## config.mk

```make
export PLATFORM = sky130hd
export DESIGN_NAME = control_sequencer
export DESIGN_NICKNAME = d
export VERILOG_FILES = /design/src/rtl/cpu_ctrl_pkg.sv /design/src/rtl/reg_select_decoder.sv /design/src/rtl/control_sequencer.sv
export SDC_FILE = /design/constraint.sdc
export NUM_CORES = 1
export LEC_CHECK = 0
export ABC_CLOCK_PERIOD_IN_PS = 3700
export CORE_MARGIN = 1.5
export CORE_UTILIZATION = 29
export CTS_CLUSTER_DIAMETER = 100
export DETAILED_ROUTE_END_ITERATION = 12
export GPL_ROUTABILITY_DRIVEN = 0
export PLACE_DENSITY = 0.87
export SYNTH_ARGS = -nofsm -noshare
export SYNTH_HDL_FRONTEND = slang
export SYNTH_SLANG_ARGS = --single-unit
export TNS_END_PERCENT = 100
```

## constraint.sdc

```tcl
create_clock -name clk -period 3.7 [get_ports clk]
set_clock_uncertainty 0.2 [all_clocks]
set_input_delay 0.925 -clock clk [delete_from_list [all_inputs] [get_ports clk]]
set_output_delay 0.925 -clock clk [all_outputs]
set_load 0.01 [all_outputs]
```

## src/rtl/cpu_ctrl_pkg.sv

```systemverilog
// Shared constants for the hardwired control sequencer: IR field layout,
// opcodes, state encodings and ALU select bit positions.
package cpu_ctrl_pkg;

    localparam int OPC_MSB = 31;
    localparam int OPC_LSB = 27;
    localparam int RA_MSB  = 26;
    localparam int RA_LSB  = 23;
    localparam int RB_MSB  = 22;
    localparam int RB_LSB  = 19;
    localparam int RC_MSB  = 18;
    localparam int RC_LSB  = 15;

    localparam logic [4:0] OP_ADD  = 5'd3;
    localparam logic [4:0] OP_SUB  = 5'd4;
    localparam logic [4:0] OP_AND  = 5'd5;
    localparam logic [4:0] OP_OR   = 5'd6;
    localparam logic [4:0] OP_ROR  = 5'd7;
    localparam logic [4:0] OP_ROL  = 5'd8;
    localparam logic [4:0] OP_SHR  = 5'd9;
    localparam logic [4:0] OP_SHRA = 5'd10;
    localparam logic [4:0] OP_SHL  = 5'd11;
    localparam logic [4:0] OP_MUL  = 5'd15;
    localparam logic [4:0] OP_DIV  = 5'd16;
    localparam logic [4:0] OP_NEG  = 5'd17;
    localparam logic [4:0] OP_NOT  = 5'd18;

    localparam logic [3:0] ST_IDLE = 4'd0;
    localparam logic [3:0] ST_T0   = 4'd1;
    localparam logic [3:0] ST_T1   = 4'd2;
    localparam logic [3:0] ST_T2   = 4'd3;
    localparam logic [3:0] ST_T3   = 4'd4;
    localparam logic [3:0] ST_T4   = 4'd5;
    localparam logic [3:0] ST_T5   = 4'd6;
    localparam logic [3:0] ST_T6   = 4'd7;
    localparam logic [3:0] ST_HALT = 4'd8;

    localparam int ALU_W    = 13;
    localparam int ALU_AND  = 0;
    localparam int ALU_OR   = 1;
    localparam int ALU_ADD  = 2;
    localparam int ALU_SUB  = 3;
    localparam int ALU_MUL  = 4;
    localparam int ALU_DIV  = 5;
    localparam int ALU_SHR  = 6;
    localparam int ALU_SHRA = 7;
    localparam int ALU_SHL  = 8;
    localparam int ALU_ROR  = 9;
    localparam int ALU_ROL  = 10;
    localparam int ALU_NEG  = 11;
    localparam int ALU_NOT  = 12;

    // SHORT = two-operand, 32-bit result; LONG = mul/div, 64-bit result in HI/LO
    typedef enum logic [1:0] {
        CLS_ILLEGAL = 2'd0,
        CLS_SHORT   = 2'd1,
        CLS_LONG    = 2'd2,
        CLS_UNARY   = 2'd3
    } op_class_t;

    function automatic op_class_t op_class(input logic [4:0] opc);
        case (opc)
            OP_ADD, OP_SUB, OP_AND, OP_OR, OP_ROR, OP_ROL,
            OP_SHR, OP_SHRA, OP_SHL:  return CLS_SHORT;
            OP_MUL, OP_DIV:           return CLS_LONG;
            OP_NEG, OP_NOT:           return CLS_UNARY;
            default:                  return CLS_ILLEGAL;
        endcase
    endfunction

    function automatic logic [ALU_W-1:0] alu_onehot(input logic [4:0] opc);
        logic [ALU_W-1:0] sel;
        sel = '0;
        case (opc)
            OP_ADD:  sel[ALU_ADD]  = 1'b1;
            OP_SUB:  sel[ALU_SUB]  = 1'b1;
            OP_AND:  sel[ALU_AND]  = 1'b1;
            OP_OR:   sel[ALU_OR]   = 1'b1;
            OP_ROR:  sel[ALU_ROR]  = 1'b1;
            OP_ROL:  sel[ALU_ROL]  = 1'b1;
            OP_SHR:  sel[ALU_SHR]  = 1'b1;
            OP_SHRA: sel[ALU_SHRA] = 1'b1;
            OP_SHL:  sel[ALU_SHL]  = 1'b1;
            OP_MUL:  sel[ALU_MUL]  = 1'b1;
            OP_DIV:  sel[ALU_DIV]  = 1'b1;
            OP_NEG:  sel[ALU_NEG]  = 1'b1;
            OP_NOT:  sel[ALU_NOT]  = 1'b1;
            default: sel = '0;
        endcase
        return sel;
    endfunction

endpackage

```

## src/rtl/reg_select_decoder.sv

```systemverilog
// 4-bit register field to one-hot register strobe, all zero when disabled.
module reg_select_decoder #(
    parameter int NUM_REGS = 16
) (
    input  logic                en,
    input  logic [3:0]          field,
    output logic [NUM_REGS-1:0] onehot
);

    generate
        for (genvar gi = 0; gi < NUM_REGS; gi++) begin : g_dec
            assign onehot[gi] = en && (field == 4'(gi));
        end
    endgenerate

endmodule

```

## src/rtl/control_sequencer.sv

```systemverilog
// Hardwired T-step control unit: fetch plus register-register ALU instructions.
// Only the state is registered; every strobe is decoded from state and live IR.
module control_sequencer
    import cpu_ctrl_pkg::*;
#(
    parameter int   NUM_REGS        = 16,
    parameter logic HALT_ON_ILLEGAL = 1'b1
) (
    input  logic                clk,
    input  logic                reset,
    input  logic                run,
    input  logic                mem_ready,
    input  logic [31:0]         IR,
    output logic [NUM_REGS-1:0] Rout,
    output logic [NUM_REGS-1:0] Rin,
    output logic                PCout,
    output logic                MARin,
    output logic                IncPC,
    output logic                Read,
    output logic                MDRin,
    output logic                MDRout,
    output logic                IRin,
    output logic                Yin,
    output logic                Zin,
    output logic                Zlowout,
    output logic                Zhighout,
    output logic                HIin,
    output logic                LOin,
    output logic [ALU_W-1:0]    alu_op,
    output logic                instr_done,
    output logic                halted,
    output logic [3:0]          state
);

    logic [3:0] state_reg;
    logic [3:0] state_next;
    logic [3:0] after_done;

    logic [4:0] opcode;
    op_class_t  cls;
    logic       is_short, is_long, is_unary, is_illegal, is_two;
    logic       in_t3, in_t4, in_t5, in_t6;
    logic       alu_en, rout_en, rin_en;
    logic [3:0] rout_field;
    logic       unused_ir;

    assign opcode     = IR[OPC_MSB:OPC_LSB];
    assign cls        = op_class(opcode);
    assign is_short   = (cls == CLS_SHORT);
    assign is_long    = (cls == CLS_LONG);
    assign is_unary   = (cls == CLS_UNARY);
    assign is_illegal = (cls == CLS_ILLEGAL);
    assign is_two     = is_short || is_long;
    assign unused_ir  = ^IR[RC_LSB-1:0];

    assign in_t3 = (state_reg == ST_T3);
    assign in_t4 = (state_reg == ST_T4);
    assign in_t5 = (state_reg == ST_T5);
    assign in_t6 = (state_reg == ST_T6);

    assign after_done = run ? ST_T0 : ST_IDLE;

    always_comb begin
        state_next = ST_IDLE;
        case (state_reg)
            ST_IDLE: state_next = run ? ST_T0 : ST_IDLE;
            ST_T0:   state_next = ST_T1;
            ST_T1:   state_next = mem_ready ? ST_T2 : ST_T1;
            ST_T2:   state_next = ST_T3;
            ST_T3: begin
                if (is_illegal)
                    state_next = HALT_ON_ILLEGAL ? ST_HALT : after_done;
                else
                    state_next = ST_T4;
            end
            ST_T4:   state_next = is_unary ? after_done : ST_T5;
            ST_T5:   state_next = is_long ? ST_T6 : after_done;
            ST_T6:   state_next = after_done;
            ST_HALT: state_next = ST_HALT;
            default: state_next = ST_IDLE;
        endcase
    end

    always_ff @(posedge clk) begin
        if (reset)
            state_reg <= ST_IDLE;
        else
            state_reg <= state_next;
    end

    // Rb is the source in T3, Rc in T4 (second operand of two-operand ops)
    assign rout_en    = (in_t3 && (is_two || is_unary)) || (in_t4 && is_two);
    assign rout_field = in_t4 ? IR[RC_MSB:RC_LSB] : IR[RB_MSB:RB_LSB];
    assign rin_en     = (in_t4 && is_unary) || (in_t5 && is_short);
    assign alu_en     = (in_t3 && is_unary) || (in_t4 && is_two);

    reg_select_decoder #(.NUM_REGS(NUM_REGS)) u_rout_dec (
        .en     (rout_en),
        .field  (rout_field),
        .onehot (Rout)
    );

    reg_select_decoder #(.NUM_REGS(NUM_REGS)) u_rin_dec (
        .en     (rin_en),
        .field  (IR[RA_MSB:RA_LSB]),
        .onehot (Rin)
    );

    assign alu_op   = alu_en ? alu_onehot(opcode) : '0;
    assign Zin      = alu_en;
    assign PCout    = (state_reg == ST_T0);
    assign MARin    = (state_reg == ST_T0);
    assign IncPC    = (state_reg == ST_T0);
    assign Read     = (state_reg == ST_T1);
    assign MDRin    = (state_reg == ST_T1);
    assign MDRout   = (state_reg == ST_T2);
    assign IRin     = (state_reg == ST_T2);
    assign Yin      = in_t3 && is_two;
    assign Zlowout  = (in_t4 && is_unary) || (in_t5 && is_two);
    assign LOin     = in_t5 && is_long;
    assign Zhighout = in_t6 && is_long;
    assign HIin     = in_t6 && is_long;

    assign instr_done = (in_t3 && is_illegal && !HALT_ON_ILLEGAL)
                     || (in_t4 && is_unary)
                     || (in_t5 && is_short)
                     || (in_t6 && is_long);
    assign halted = (state_reg == ST_HALT);
    assign state  = state_reg;

endmodule

```

# Word level (Yosys, flattened, before mapping)
# Memories as Yosys holds them, arrays and structs flattened.
# Index checks and enable logic that the tools add are counted.
dict set report op_classes {
  n_eq_ne 54
  mux 21
  n_reduce_logical 53
}
# cell count
set op_table {}
lappend op_table {{4-bit equality test, second input constant} 17}
lappend op_table {{4-bit by 3-bit equality test with 1-bit output, second input constant} 12}
lappend op_table {{1-bit logical AND} 41}
lappend op_table {{4-bit case mux with 8 select lines} 1}
lappend op_table {{5-bit by 4-bit equality test with 1-bit output, second input constant} 5}
lappend op_table {{4-bit by 2-bit equality test with 1-bit output, second input constant} 6}
lappend op_table {{5-bit by 3-bit equality test with 1-bit output, second input constant} 4}
lappend op_table {{5-bit equality test, second input constant} 3}
lappend op_table {{1-bit 2-to-1 mux} 15}
lappend op_table {{13-bit 2-to-1 mux} 1}
lappend op_table {{4-bit by 1-bit equality test with 1-bit output, second input constant} 3}
lappend op_table {{4-bit zero test} 3}
lappend op_table {{4-bit 2-to-1 mux} 2}
lappend op_table {{1-bit logical OR} 7}
lappend op_table {{3-bit 2-to-1 mux} 2}
lappend op_table {{5-bit by 2-bit equality test with 1-bit output, second input constant} 1}
lappend op_table {{2-bit equality test, second input constant} 2}
lappend op_table {{2-bit by 1-bit equality test with 1-bit output, second input constant} 1}
lappend op_table {{2-bit zero test} 1}
lappend op_table {{2-bit OR reduction} 1}
dict set report totals {
  register_bits 4
  mem_bits_ro 64
  in_bits 36
  out_inout_bits 64
  wordCells 130
  mem_count 1
}
# name depth word_bits rd rd_clocked_by_memory_dff write_ports line
set memory_table {}
lappend memory_table {{(no name shown)} 32 2 1 0 0 cpu_ctrl_pkg.sv:62} ;# case (opc)

# Logic depth before layout (Yosys ltp)
# An unclocked memory read counts as a cell.
dict set report logic_depth {
  depth_word 7
  depth_mapped 11
  ltp_nobuf 10
}

# Cells and area by module
# Synthesis repeated with hierarchy kept, for this count alone.
dict set report hier_totals {
  hier_cells 158
  area_unflattened_um2 1088.5
}
# module instances cells_per_inst area_each_um2 seq_area_each_um2
set modules_own_cells {}
lappend modules_own_cells {control_sequencer 1 112 853.3 80.1}
lappend modules_own_cells {reg_select_decoder 2 23 117.6 0.0}

# Worst setup path after synthesis
# OpenSTA, ideal clock, no wires.
dict set report synth_timing {
  kind {input to output}
  from {input port IR[30]}
  to {output port Rout[4]}
  arrival_ps 2986
  t_required_ps 2575
  setup_slack_ps -411
  path_stages 10
  n_path_buf 2
  cell_sequence {clkbuf_1 -> nor2_1 -> o32ai_1 -> inv_1 -> ha_1 -> or2_0 -> a211o_1 -> or2_0 -> buf_6 -> nor3_1}
}
dict set report synth_via {
  elab_chain_cells 7
}
# element line
set synth_rtl {}
lappend synth_rtl {{start: declaration} control_sequencer.sv:13} ;# input logic [31:0] IR,
lappend synth_rtl {{memory 32 x 2 bit (*)} -}
lappend synth_rtl {{2-bit by 1-bit equality test with 1-bit output or 2-bit equality test (tied branches)} {control_sequencer.sv:49, control_sequencer.sv:50}}
lappend synth_rtl {{1-bit logical OR} control_sequencer.sv:53} ;# assign is_two = is_short || is_long;
lappend synth_rtl {{1-bit logical OR} control_sequencer.sv:92} ;# assign rout_en = (in_t3 && (is_two || is_unary)) || (in_t4 && is_two);
lappend synth_rtl {{1-bit logical AND} control_sequencer.sv:92}
lappend synth_rtl {{1-bit logical OR (*)} control_sequencer.sv:92}
lappend synth_rtl {{1-bit logical AND (*)} reg_select_decoder.sv:12} ;# assign onehot[gi] = en && (field == 4'(gi));
lappend synth_rtl {{end: declaration} control_sequencer.sv:14} ;# output logic [NUM_REGS-1:0] Rout,
# Mark *: on every way between the ends. The rest lies on a longest branch, timed or not.

# Worst setup path in the final report
dict set report layout_timing {
  from {input port IR[27]}
  to {output port Rout[7]}
}
# The elaborated chain is that of the path after synthesis.

==> impl_metrics.csv <==
group,metric,value,unit
run_status,outcome,"complete, but fails checks",
run_status,violations,"setup timing",
hold_path,min-delay-path-class,"flip-flop to flip-flop",
cells_and_area,num_antenna_cells,0,
power_and_ir_drop,clkPwrFrac,26.2,%
power_and_ir_drop,comb_power_share,60.3,%
routing,wl,5012,um
critical_path,critPathMostFrequentCell,"ha_4",
routing,vias_per_cell,5.169,
clock_tree,root_buffer,"clkbuf_8",
floorplan,die_w,65.11,um
synthesis,syn_area,1119,um^2
critical_path,crit_path_max_incr_delay,0.34,ns
clock_tree,clockBufferDepth,2,
cells_and_area,fin_util,73.74,%
critical_path,crit_type,"primary input to output pin",
clock_tree,numCtsBuffers,3,
power_and_ir_drop,p_leak,0.001258,uW
routing,num_vias,1711,
critical_path,startpoint_type,"primary input",
synthesis,ys_warn_count,0,
power_and_ir_drop,max-vdd-ir-drop,72.82,uV
routing,ant_nets,0,
floorplan,dieArea,4239,um^2
clock_tree,htreeDepth,1,
sta,rsz0062_at_grt,"true",
placed_design,dpl.hpwl,3433,um
power_and_ir_drop,p_sw,132.9,uW
power_and_ir_drop,swShare,37.72,%
synthesis,syn_inst,162,
grt,grt_usage,22.73,%
sta,max_freq,0.2453,GHz
sta,finalSetupViolations,47,
power_and_ir_drop,power_density,129.5,nW/um^2
clock_tree,cts_sinks,4,
grt,grt_max_degree,19,
power_and_ir_drop,seq_power_share,13.5,%
cells_and_area,drive_above_1_share,60.42,%
grt,antenna_found_initial,0,
sta,period_share,110.2,%
routing,drt-initial-drc-count,43,
synthesis,synth_seq_area_share,7.159,%
clock_tree,clk_latency,0.22,ns
routing,drt_first_pass_iters,4,
grt,grt_pass1_wl,7755,um
critical_path,path_max_fanout,8,
floorplan,coreArea,3689,um^2
clock_tree,clkTransAtPathRegs,0.03,ns
sta,drv_slew,0,
critical_path,required,2.57,ns
synthesis,avgSynthCellArea,6.905,um^2
synthesis,synth_seq_cells,4,
floorplan,initial_core_util,30.33,%
grt,grt_pass1_vias,1715,
critical_path,crit_path_cell_trace,"buf_8, ha_4, nor2_4, o32ai_4, inv_2, ha_4, or2_0, a211o_1, or2_1, buf_12, nor3_4, buf_2",
sta,fin_setup_tns,-10.43,ns
synthesis,syn_nets,207,
placed_design,dpl_cell_area,2420,um^2
sta,setup_ws,-0.3762,ns
floorplan,rows,22,
clock_tree,cts_tree,"done",
synthesis,synth.distinct_cells,40,
cells_and_area,areaGrowthSynthToFinish,143.2,%
cells_and_area,fin_area,2720,um^2
run,cap_violations,0,
cells_and_area,largest_register_ff_count,4,
critical_path,setup.worst_path.end_class,"output pin",
power_and_ir_drop,p_int,219.4,uW
critical_path,cp_slowest_cell,"o32ai_4",
sta,max_slew_margin,70.31,%
grt,grt.overflow.total,0,
floorplan,fp.dieH,65.11,um
sta,tightest_slew,0.4453,ns
routing,route.detailed.drc,0,
cells_and_area,fillers,286,
routing,routedWlPerCell,15.14,um
critical_path,worstPathArrival,2.95,ns
clock_tree,cts_hold_buf,0,
sta,hold_violations,0,
floorplan,num_io_pins,100,
placed_design,io_buffers,84,
sta,period_needed,4.076,ns
cells_and_area,nets,330,
[timing repair]
action / 4_1_cts / 5_1_grt
resized for setup: 246 / 53
gates cloned: 1 / 0
buffers inserted: 12 / 4
pin swaps: 11 / 21
setup endpoints to repair: 52 / 51
[power groups by stage]
stage | Clock (uW) | Sequential (uW) | Combinational, uW
final | 92.2 | 47.7 | 212
after global routing | 98.5 | 47.9 | 226
after CTS | 93.0 | 47.6 | 192
after detailed placement | 0 | 48.2 | 177
after global placement | 0 | 48.0 | 173
after floorplan | 0 | 50.9 | 91.4
[path summary, 6_finish.rpt]
kind	from	to	slack, ns	cells past startpoint
max	IR[27]	Rout[7]	-0.38	12
min	state[3]$_SDFF_PP0_	state[2]$_SDFF_PP0_	0.39	2
max reg2reg	state[1]$_SDFF_PP0_	state[0]$_SDFF_PP0_	2.06	5
min reg2reg	state[3]$_SDFF_PP0_	state[2]$_SDFF_PP0_	0.39	2
[placed cells by master, fill, tap and decap left out, types with 3 or more instances in the layout]
cell type         n
and2_1            3
and4b_1           6
buf_12            7
buf_2            47
buf_4            31
buf_6            15
clkbuf_8          3
clkdlybuf4s50_1  27
dfxtp_1           4
dlygate4sd2_1     3
ha_1              3
ha_4              6
inv_2             3
mux2i_1           4
nand2_1          11
nand2_2           3
nand2b_1          8
nor2_1            8
nor2_4            4
nor2b_1           3
nor3_1            5
nor3_2            9
nor3_4           19
nor4_4            3
[cells by family after synthesis]
| family | share of synthesized area (%) |
|---|---|
| AOI/OAI and AO/OA | 10.52 |
| adders and majority gates | 10.07 |
| and+or+nand+nor | 52.35 |
| buffers and inverters | 12.30 |
| DFF | 7.159 |
| muxes | 7.606 |
[final cells by class]
type	count	area (um^2)	share of cell area, %
clock buffers	3	41.29	1.518
flip-flops and latches	4	80.08	2.944
repair buffers	134	1124	41.31
multi-input cells	135	1381	50.78
well taps	48	60.06	2.208
inverters	7	33.78	1.242
[metrics by stage]
stage          instances  hold slack [ns]  setup WS [ns]  power (uW)
3_5_place_dp         311           0.3808         -1.343       225.0
2_1_floorplan        162           0.4005       -0.05062       142.3
3_3_place_gp         311           0.3674         -1.306       221.3
6_report             331           0.3888        -0.3762       352.3
5_1_grt              331           0.4277        -0.4507       372.8
4_1_cts              327           0.3845        -0.3826       332.9
[worst max-delay path: cells and delay by family]
kind	cells	cell delay, ns
buffers and inverters	4	0.50
and+or+nand+nor	4	0.57
adders and majority gates	2	0.32
AOI/OAI and AO/OA	2	0.61
[cells in the mapped netlist, drive strengths merged]
cell     number  area, um^2
o31a          1       8.760
dfxtp         4       80.08
ha            9       112.6
o211ai        1       7.510
mux2i         5       62.56
nor4          7       43.79
nor2         13       51.30
nor2b         5       31.28
a2111oi       1       8.760
o32ai         1       8.760
o22ai         1       6.260
a211o         1       8.760
a22oi         2       15.01
or3           3       18.77
a22o          1       8.760
o21ai         3       15.01
and4bb        1       12.51
or2           3       18.77
nand2        14       52.55
nor3b         2       15.01
a21oi         3       15.01
and2          3       18.77
clkbuf        5       18.77
inv           7       26.27
buf          11       92.59
nor3         33       185.2
nand2b       10       65.06
mux2          2       22.52
a31oi         1       6.260
a221oi        1       8.760
and3          2       12.51
and4b         6       60.06
[routing by layer]
metal  track usage (%)  routed length [um]
met1             26.40                1935
met5                 0                   0
met3             4.795                 356
met4             5.729                  56
met2             42.27                2664
No activity file was read; power rests on OpenSTA's default activity.
==> patch (same flow settings) <==
Make the reset (`reset`) asynchronous in one clocked block.
--- a/src/rtl/control_sequencer.sv
+++ b/src/rtl/control_sequencer.sv
@@ -81,7 +81,7 @@
         endcase
     end
 
-    always_ff @(posedge clk) begin
+    always_ff @(posedge clk or posedge reset) begin
         if (reset)
             state_reg <= ST_IDLE;
         else
Behaviour: differs if reset is asserted again (counterexample within 4 cycles, from zero or initial values and one cycle with reset high); with reset held inactive, the same outputs for 10 cycles.
==> patch against the unedited design <==
Cell area fell by 5.6%; area after synthesis is 9.8% higher; final cell count fell by 1.5%; critical endpoint is now Rout[9]; power is 27% lower; sequential cell count is the same; the flow still finishes with violations (negative setup slack); count of clock-buffer cells in the layout unchanged; setup slack better by 0.025 ns; critical path type unchanged; wire length is 5.0% lower; die area is 9.4% higher.
==> patch: results (changes against the unedited design) <==
Clock network
  • Max H-tree Level: 1 (unchanged)
  • Clk_lat worst skew: 0.22 ns (about the same)
  • Clock slew at reported path FFs: 0.03 ns (about the same)
  • Max Buffers Root-to-Sink: 2 (unchanged)
  • CTS buffer count: 3 (unchanged)

Synth
  • Yosys cell types: 46 (was 40)
  • Async SR Flop Fraction: 100% (was 0%)
  • Ys Warns: 0 (unchanged)
  • Top_reg_cell synth: dfrtp_1 (was dfxtp_1)
  • Most frequent cells after synthesis: nor3_1, ha_1, nand2_1 (was nor3_1, nand2_1, nor2_1)
  • Net Count, Synth: 205 (was 207)
  • Ranking of synthesized cells by area: nor3_1, ha_1, dfrtp_1, buf_4, a22oi_2 (was nor3_1, ha_1, dfxtp_1, and4b_1, nand2b_1)
  • Seq/Total Area, Yosys: 8.15% (was 7.16%)

GRT
  • Initial antenna violation count: 0 (unchanged)
  • Vias in the first global route: 1588 (was 1715)
  • Gr usage total: 19.2% (was 22.7%)
  • First-pass GRT wire length: 7.02 mm (was 7.76 mm)
  • Largest net degree at the start of global routing: 21 (was 19)

Layout
  • Final nets: 323 (was 330)
  • N_diodes: 0 (unchanged)
  • Fill cell count: 343 (was 286)
  • Share of cells above drive strength 1: 59.4% (was 60.4%)
  • Max reg flops: 4 (unchanged)

Critical path
  • Crit-path max cell delay: 0.29 ns (was 0.34 ns)
  • Worst Path Max Fanout: 5 (was 8)
  • Worst path slowest cell: mux2_4 (was o32ai_4)
  • Critical Path AT: 2.93 ns (was 2.95 ns)

Placement
  • Port Buffers: 84 (unchanged)
  • Area after DPL: 2340 um^2 (was 2420 um^2)
  • Hpwl dp: 3.36 mm (was 3.43 mm)

Pwr
  • Cell leakage power: 1.15 nW (was 1.26 nW)
  • Worst vdd ir: 63.7 uV (was 72.8 uV)

Timing
  • Final setup fails: 50 (was 47)
  • Slew @ Worst Pin: 0.710 ns (was 0.445 ns)
  • Post-route worst setup slack: -0.351 ns (was -0.376 ns)

Route
  • Vias per std cell: 5.17 (about the same)
  • Drt pass-1 iters: 4 (unchanged)
  • Wire per inst: 14.6 um (was 15.1 um)
  • Drt initial violations: 40 (was 43)

Outcome
  • Status: finished with violations (unchanged)
  • Failing checks: negative setup slack (unchanged)
[patch: metrics by stage]
step	cells	utilization (%)	setup WS, ns	setup TNS (ns)
5_1_grt	326	63.8	-0.420	-14.05
4_1_cts	321	61.3	-0.428	-15.51
2_1_floorplan	160	-	-0.0471	-0.183
3_5_place_dp	302	58.0	-1.30	-60.12
3_3_place_gp	302	58.0	-1.23	-58.09
6_report	326	63.8	-0.351	-9.98
[patch: what timing repair did]
item / CTS / global route
gates resized for setup: 249 / 42
pin swaps: 41 / 29
setup endpoints to repair: 52 / 52
buffers inserted: 16 / 8
gates cloned: 1 / 0
[patch: cell families (layout without fill, tap and decap cells)]
family | Yosys count | in the layout | share of synthesized area [%]
compound gates | 19 | 20 | 12.7
fa+ha+maj | 9 | 9 | 9.17
flops | 4 | 4 | 8.15
simple gates | 100 | 100 | 52.1
buf+inv | 21 | 136 | 10.6
mux | 7 | 7 | 7.23
[patch: area by class of cell]
cell class                      count  share of cell area [%]
Clock buffer                        3                    1.61
Inverter                            5                    1.51
Multi-Input combinational cell    136                    51.8
Sequential cell                     4                    3.90
Tap cell                           50                    2.44
Timing Repair Buffer              128                    38.8
[patch: report_power, final]
part           switching [mW]  internal (mW)  total [mW]
logic                  0.0611         0.0628       0.124
registers                   0         0.0441      0.0441
clock network          0.0212         0.0692      0.0904
total                  0.0824          0.176       0.258
[patch: per-layer routing]
metal	global-route usage (%)	wire length, um	up-vias
met5	0	0	-
met4	4.25	23	0
met3	3.62	412	2
met2	39.1	2580	66
met1	19.9	1750	793
li1	-	-	826
[patch: path summary, 6_finish.rpt]
| path | slack (ns) | endpoint | startpoint | cells past startpoint |
|---|---|---|---|---|
| worst max-delay path | -0.35 | Rout[9] | IR[27] | 13 |
| worst min-delay path | 0.60 | state[3]$_DFF_PP0_ | state[1]$_DFF_PP0_ | 2 |
| worst max register to register | 1.79 | state[3]$_DFF_PP0_ | state[3]$_DFF_PP0_ | 4 |
| worst min register to register | 0.60 | state[3]$_DFF_PP0_ | state[1]$_DFF_PP0_ | 2 |
| max in group asynchronous | 2.47 | state[3]$_DFF_PP0_ | reset | 2 |
| min in group asynchronous | 0.69 | state[1]$_DFF_PP0_ | reset | 2 |
[patch: critical path: cells and delay by family]
family	cells	cell delay (ns)
simple gates	3	0.29
compound gates	2	0.35
buf+inv	5	0.55
fa+ha+maj	2	0.52
mux	1	0.29
